File: config.mk
export PLATFORM = sky130hd
export DESIGN_NAME = hw_mutex_ctrl
export DESIGN_NICKNAME = d
export VERILOG_FILES = /design/src/rtl/event_unit_pkg.sv /design/src/rtl/mutex_rr_pick.sv /design/src/rtl/hw_mutex_ctrl.sv
export SDC_FILE = /design/constraint.sdc
export NUM_CORES = 1
export LEC_CHECK = 0
export ABC_AREA = 1
export BUFFER_PORTS_ARGS = -buffer_cell sky130_fd_sc_hd__clkbuf_2
export CAP_MARGIN = 20
export CORE_UTILIZATION = 43
export CTS_BUF_LIST = sky130_fd_sc_hd__clkbuf_4 sky130_fd_sc_hd__clkbuf_8 sky130_fd_sc_hd__clkbuf_16
export CTS_CLUSTER_DIAMETER = 100
export DETAILED_ROUTE_END_ITERATION = 12
export PLACE_DENSITY_LB_ADDON = 0.08
export SYNTH_ARGS = -nofsm -noshare
export SYNTH_HDL_FRONTEND = slang
export SYNTH_HIERARCHICAL = 1
export SYNTH_SLANG_ARGS = --single-unit
File: constraint.sdc
create_clock -name clk_i -period 6.25 [get_ports clk_i]
set_input_delay 0.3125 -clock clk_i [delete_from_list [all_inputs] [get_ports clk_i]]
set_output_delay 0.3125 -clock clk_i [all_outputs]
set_load 0.02 [all_outputs]
File: src/rtl/event_unit_pkg.sv
// Shared types for the hardware mutex controller.
// Holds the mutex state enum, op encoding and an index-width helper.
package event_unit_pkg;

    typedef enum logic {
        MUTEX_UNLOCKED = 1'b0,
        MUTEX_LOCKED   = 1'b1
    } mutex_state_e;

    localparam logic OP_UNLOCK = 1'b0;
    localparam logic OP_LOCK   = 1'b1;

    // Width of an index into n items, never less than one bit.
    function automatic int unsigned idx_w(input int unsigned n);
        return (n > 1) ? $clog2(n) : 1;
    endfunction

endpackage

File: src/rtl/mutex_rr_pick.sv
// Round-robin pick: first set bit of vec_i scanning up from start_i.
// Ports: vec_i, start_i in; onehot_o, idx_o (binary), none_o out.
module mutex_rr_pick
    import event_unit_pkg::*;
#(
    parameter  int unsigned N  = 4,
    localparam int unsigned IW = idx_w(N)
) (
    input  logic [N-1:0]  vec_i,
    input  logic [IW-1:0] start_i,
    output logic [N-1:0]  onehot_o,
    output logic [IW-1:0] idx_o,
    output logic          none_o
);

    always_comb begin : pick
        int unsigned p;
        p        = 0;
        onehot_o = '0;
        idx_o    = '0;
        none_o   = 1'b1;
        for (int unsigned k = 0; k < N; k++) begin
            p = (int'(start_i) + k) % N;
            if (none_o && vec_i[p[IW-1:0]]) begin
                onehot_o[p[IW-1:0]] = 1'b1;
                idx_o               = p[IW-1:0];
                none_o              = 1'b0;
            end
        end
    end

endmodule

File: src/rtl/hw_mutex_ctrl.sv
// Hardware mutex controller: one request accepted per cycle, round-robin.
// Ports: clk_i, rst_i, core_req/op/mutex_id/wdata in; gnt, event, msg, err out.
module hw_mutex_ctrl
    import event_unit_pkg::*;
#(
    parameter  int unsigned NB_CORES    = 4,
    parameter  int unsigned NB_MUTEX    = 2,
    parameter  int unsigned MUTEX_MSG_W = 32,
    localparam int unsigned CW          = idx_w(NB_CORES),
    localparam int unsigned MW          = idx_w(NB_MUTEX)
) (
    input  logic                                 clk_i,
    input  logic                                 rst_i,
    input  logic [NB_CORES-1:0]                  core_req_i,
    input  logic [NB_CORES-1:0]                  core_op_i,
    input  logic [NB_CORES-1:0][MW-1:0]          core_mutex_id_i,
    input  logic [NB_CORES-1:0][MUTEX_MSG_W-1:0] core_wdata_i,
    output logic [NB_CORES-1:0]                  core_gnt_o,
    output logic [NB_CORES-1:0]                  mutex_event_o,
    output logic [NB_CORES-1:0][MUTEX_MSG_W-1:0] core_msg_o,
    output logic [NB_CORES-1:0]                  err_o
);

    function automatic logic [CW-1:0] next_idx(input logic [CW-1:0] i);
        return CW'((int'(i) + 1) % NB_CORES);
    endfunction

    // Per-mutex state
    mutex_state_e              state_q   [NB_MUTEX];
    logic [CW-1:0]             owner_q   [NB_MUTEX];
    logic [NB_CORES-1:0]       waiters_q [NB_MUTEX];
    logic [CW-1:0]             wptr_q    [NB_MUTEX];
    logic [MUTEX_MSG_W-1:0]    msg_q     [NB_MUTEX];

    logic [NB_CORES-1:0]       w_onehot  [NB_MUTEX];
    logic [CW-1:0]             w_idx     [NB_MUTEX];
    logic                      w_none    [NB_MUTEX];

    logic [CW-1:0]                  rr_ptr_q;
    logic [NB_CORES-1:0]            evt_q;
    logic [NB_CORES-1:0]            err_q;
    logic [NB_CORES-1:0][MUTEX_MSG_W-1:0] msg_out_q;

    // Input arbitration
    logic [NB_CORES-1:0] arb_onehot;
    logic [CW-1:0]       arb_idx;
    logic                arb_none;
    logic                acc;

    mutex_rr_pick #(.N(NB_CORES)) u_arb (
        .vec_i    (core_req_i),
        .start_i  (rr_ptr_q),
        .onehot_o (arb_onehot),
        .idx_o    (arb_idx),
        .none_o   (arb_none)
    );

    assign core_gnt_o = rst_i ? '0 : arb_onehot;
    assign acc        = !rst_i && !arb_none;

    // Waiter selection: scan from the owner's successor
    for (genvar m = 0; m < NB_MUTEX; m++) begin : g_wait
        mutex_rr_pick #(.N(NB_CORES)) u_pick (
            .vec_i    (waiters_q[m]),
            .start_i  (wptr_q[m]),
            .onehot_o (w_onehot[m]),
            .idx_o    (w_idx[m]),
            .none_o   (w_none[m])
        );
    end

    // Granted request fields
    logic                   sel_op;
    logic [MW-1:0]          sel_id;
    logic [MUTEX_MSG_W-1:0] sel_wdata;
    logic                   id_ok;
    logic [MW-1:0]          mid;

    assign sel_op    = core_op_i[arb_idx];
    assign sel_id    = core_mutex_id_i[arb_idx];
    assign sel_wdata = core_wdata_i[arb_idx];
    assign id_ok     = 32'(sel_id) < NB_MUTEX;
    // Out-of-range ids are steered to mutex 0 but never act on it
    assign mid       = id_ok ? sel_id : '0;

    logic is_locked;
    logic is_owner;
    logic is_waiter;

    assign is_locked = (state_q[mid] == MUTEX_LOCKED);
    assign is_owner  = (owner_q[mid] == arb_idx);
    assign is_waiter = waiters_q[mid][arb_idx];

    logic do_bad_id;
    logic do_acquire;
    logic do_enqueue;
    logic do_lock_err;
    logic do_handoff;
    logic do_release;
    logic do_unlock_err;

    always_comb begin
        do_bad_id     = 1'b0;
        do_acquire    = 1'b0;
        do_enqueue    = 1'b0;
        do_lock_err   = 1'b0;
        do_handoff    = 1'b0;
        do_release    = 1'b0;
        do_unlock_err = 1'b0;
        if (acc) begin
            if (!id_ok) begin
                do_bad_id = 1'b1;
            end else if (sel_op == OP_LOCK) begin
                if (!is_locked)
                    do_acquire = 1'b1;
                else if (is_owner || is_waiter)
                    do_lock_err = 1'b1;
                else
                    do_enqueue = 1'b1;
            end else begin
                if (!is_locked || !is_owner)
                    do_unlock_err = 1'b1;
                else if (w_none[mid])
                    do_release = 1'b1;
                else
                    do_handoff = 1'b1;
            end
        end
    end

    always_ff @(posedge clk_i) begin
        if (rst_i) begin
            rr_ptr_q  <= '0;
            evt_q     <= '0;
            err_q     <= '0;
            msg_out_q <= '0;
            for (int m = 0; m < NB_MUTEX; m++) begin
                state_q[m]   <= MUTEX_UNLOCKED;
                owner_q[m]   <= '0;
                waiters_q[m] <= '0;
                wptr_q[m]    <= '0;
                msg_q[m]     <= '0;
            end
        end else begin
            evt_q <= '0;
            err_q <= '0;
            if (acc)
                rr_ptr_q <= next_idx(arb_idx);
            unique case (1'b1)
                do_acquire: begin
                    state_q[mid]        <= MUTEX_LOCKED;
                    owner_q[mid]        <= arb_idx;
                    wptr_q[mid]         <= next_idx(arb_idx);
                    evt_q[arb_idx]      <= 1'b1;
                    msg_out_q[arb_idx]  <= msg_q[mid];
                end
                do_enqueue: begin
                    waiters_q[mid][arb_idx] <= 1'b1;
                end
                do_handoff: begin
                    owner_q[mid]           <= w_idx[mid];
                    wptr_q[mid]            <= next_idx(w_idx[mid]);
                    waiters_q[mid]         <= waiters_q[mid] & ~w_onehot[mid];
                    msg_q[mid]             <= sel_wdata;
                    evt_q[w_idx[mid]]      <= 1'b1;
                    msg_out_q[w_idx[mid]]  <= sel_wdata;
                end
                do_release: begin
                    state_q[mid] <= MUTEX_UNLOCKED;
                    msg_q[mid]   <= sel_wdata;
                end
                do_bad_id, do_lock_err, do_unlock_err: begin
                    err_q[arb_idx] <= 1'b1;
                end
                default: ;
            endcase
        end
    end

    assign mutex_event_o = evt_q;
    assign err_o         = err_q;
    assign core_msg_o    = msg_out_q;

endmodule

==> flow_metrics.tcl <==
set metrics [dict create \
    ys_async_sr_fraction 0 \
    synth_edf_count 82 \
    muxShareOfSynthArea 0.02120 \
    yosys-top-cells-area "dfxtp_1 (18%), nor2_1 (17%), edfxtp_1 (16%), nand2_1 (13%), nand3_1 (6.3%)" \
    yosysWarnings 6 \
    worstPathArrival_ns 6.05 \
    yosysMostFrequentCell "nor2_1" \
    grt_pass1_wl_um 83120 \
    routed_wl_um 53300 \
    cts_sinks 220 \
    synthXorXnorAreaFrac 0 \
    cts_tree "done" \
    start_util 0.4374 \
    multi_input_area_mm2 0.008372 \
    drv_slew 0 \
    core_area_mm2 0.03454 \
    synth_compound_area_frac 0.05771 \
    setup_viol 0 \
    slew_headroom 0.3034 \
    fill_cells 3670 \
    antenna_found_initial 1 \
    rsz0062_at_grt "no" \
    crit_fanout 65 \
    worstPathRequired_ns 6.68 \
    via_count 16236 \
    endpoint_kind "register" \
    synth_nets 2538 \
    netlist.area_leader.share 0.1828 \
    port_buffers 281 \
    fin_skew_ns 0.01283 \
    tightest_slew_ns 1.044 \
    nNetsFinal 2711 \
    path_class "register to register" \
    fmax_ghz 0.1778 \
    insertion_delay_ns 0.54 \
    seq_area_mm2 0.005225 \
    synthSimpleGateAreaFrac 0.4548 \
    min_period_ns 5.624 \
    gr-total-overflow 0 \
    antennaDiodeCount 0 \
    numCtsBuffers 26 \
    drive_gt1_frac 0.1652 \
    ys_top_cells_by_count "nor2_1 (674), nand2_1 (521), nand3_1 (189), inv_1 (187), nand4_1 (150)" \
    wl_per_cell_um 17.64 \
    ys_ff_latch 220 \
    max_stage_delay_ns 0.53 \
    dr.first_iter.drc_count 1410 \
    rows 68 \
    yosysTopAreaCell "dfxtp_1" \
    crit_top_cell "nand2_1" \
    synth_area_mm2 0.01511 \
    crit_slowest_cell "dfxtp_1" \
    num_io_pins 282 \
    synth_top_family_by_area "simple AND/OR/NAND/NOR gates" \
    gp_congestion 0.8870 \
    path_cells "inv_2 > ha_1 > inv_1 > nand3_1 > nand2_1 > nor2_2 > a21oi_1 > nand3_2 > inv_2 > nand2_1 > nand3_2 > nand2_2 > buf_4 > nand2_1 > o21ai_4 > buf_6 > nand4_4 > nand2_1 > inv_2 > nor2_1 > nor2_1" \
    maxCapViolations 0 \
    status "finished, final reports clean" \
    grt_pass1_vias 14747 \
    dieArea_mm2 0.03590 \
    fin_setup_tns_ns 0 \
    cts_buffer_depth 3 \
    drt-pass1-iter-count 8 \
    syn_area_per_cell_um2 6.368 \
    htree_levels 1 \
    cts_setup_buffers 0 \
    grtUsageTotal 0.2915 \
    synth_cell_types 32 \
    grt_max_degree 88 \
    avgViaCountPerCell 5.374 \
    startpoint_type "register" \
    syn_inst 2373 \
    hp-class "primary input to register" \
    hold_viol_final 0 \
    synthAdderAreaFrac 0.01904 \
    dieWidth_um 189.5 \
    synthFlopType "dfxtp_1" \
    drc 0 \
    ant_nets 0 \
    hpwl_um 35900 \
    fp.dieH_um 189.5 \
    path_clk_slew_ns 0.06 \
    cts_root_buf "clkbuf_16" \
    finalCritPeriodShare 0.8999 \
    seq_area_frac_synth 0.3458 \
    area_delta_synth_final_pct 15.95 \
    hold_ws_ns 0.1163 \
]
## sequential cells by signal, indices dropped and copies added (netlist names)
signal,flops
rr_ptr_q,2
err_o,4
mutex_event_o,4
owner_q,4
waiters_q,8
wptr_q,4
state_q,2
core_msg_o,128
msg_q,64
## routing by layer
layer / routed length (um) / track usage / up-vias / part of all wire
li1: - / - / 7979 / -
met1: 24420 / 0.4222 / 7514 / 0.46
met2: 23510 / 0.4575 / 675 / 0.44
met3: 4427 / 0.04208 / 66 / 0.083
met4: 933 / 0.06017 / 2 / 0.018
met5: 11 / 0 / - / 0.00021
## critical path: cells and delay by family (launching register included)
| kind | cells | cell delay, ns |
|---|---|---|
| AO/OA/AOI/OAI | 2 | 0.46 |
| adder cells (fa/ha/maj) | 1 | 0.39 |
| flip-flops | 1 | 0.53 |
| buffers and inverters | 6 | 1.69 |
| AND/OR/NAND/NOR | 12 | 2.31 |
## repair_timing
action	4_1_cts	5_1_grt
setup endpoints to repair	0	32
gates resized for setup	0	2
hold buffers	0	0
## cells in the final DEF (no fill, tap or decap), types with 6 or more instances in the layout
master	synthesis	layout
a21boi_0	12	12
a21oi_1	23	23
buf_4	3	33
clkbuf_16	0	27
clkbuf_2	0	281
clkinv_2	0	7
dfxtp_1	138	138
edfxtp_1	82	82
ha_1	23	23
inv_1	187	187
inv_2	9	8
mux2i_1	32	32
nand2_1	521	521
nand2_2	20	20
nand2_4	6	6
nand3_1	189	187
nand3_2	5	7
nand4_1	150	150
nor2_1	674	674
o21ai_0	66	66
o22a_1	32	32
## through the flow
stage / utilization / cells / worst slack [ns] / area [um2]
finish: 0.5072 / 3021 / 0.6259 / 17520
global placement: 0.4793 / 2971 / 0.3604 / 16560
floorplan: - / 2373 / 1.987 / 15110
CTS: 0.5068 / 3021 / 0.1258 / 17510
detailed placement: 0.4809 / 2973 / 0.1277 / 16610
global route: 0.5072 / 3021 / 0.1227 / 17520
## path summary, 6_finish.rpt
check	depth (start not counted)	to	slack, ns	start
max	21	core_msg_o[38]	0.63	rr_ptr_q[0]
min	2	rr_ptr_q[0]	0.12	rst_i
max reg2reg	21	core_msg_o[38]	0.63	rr_ptr_q[0]
min reg2reg	4	core_msg_o[54]	0.54	core_msg_o[54]
## area by class of cell
cell class,instances,area share
multi-input combinational,1785,0.4778
inverter,196,0.04213
timing repair buffer,317,0.09819
sequential,220,0.2982
tap,455,0.03249
clock inverter,18,0.01128
clock buffer,30,0.03985
## cell families (layout without fill, tap and decap cells)
| logic type | after synthesis | after routing |
|---|---|---|
| simple gates | 1589 | 1589 |
| fa+ha+maj | 23 | 23 |
| compound gates | 141 | 141 |
| flops | 220 | 220 |
| mux | 32 | 32 |
| buf+inv | 368 | 561 |
Power is left out: the tool's default activity adds up to more than one toggle a clock period on the data nets, which glitch-free logic cannot reach.
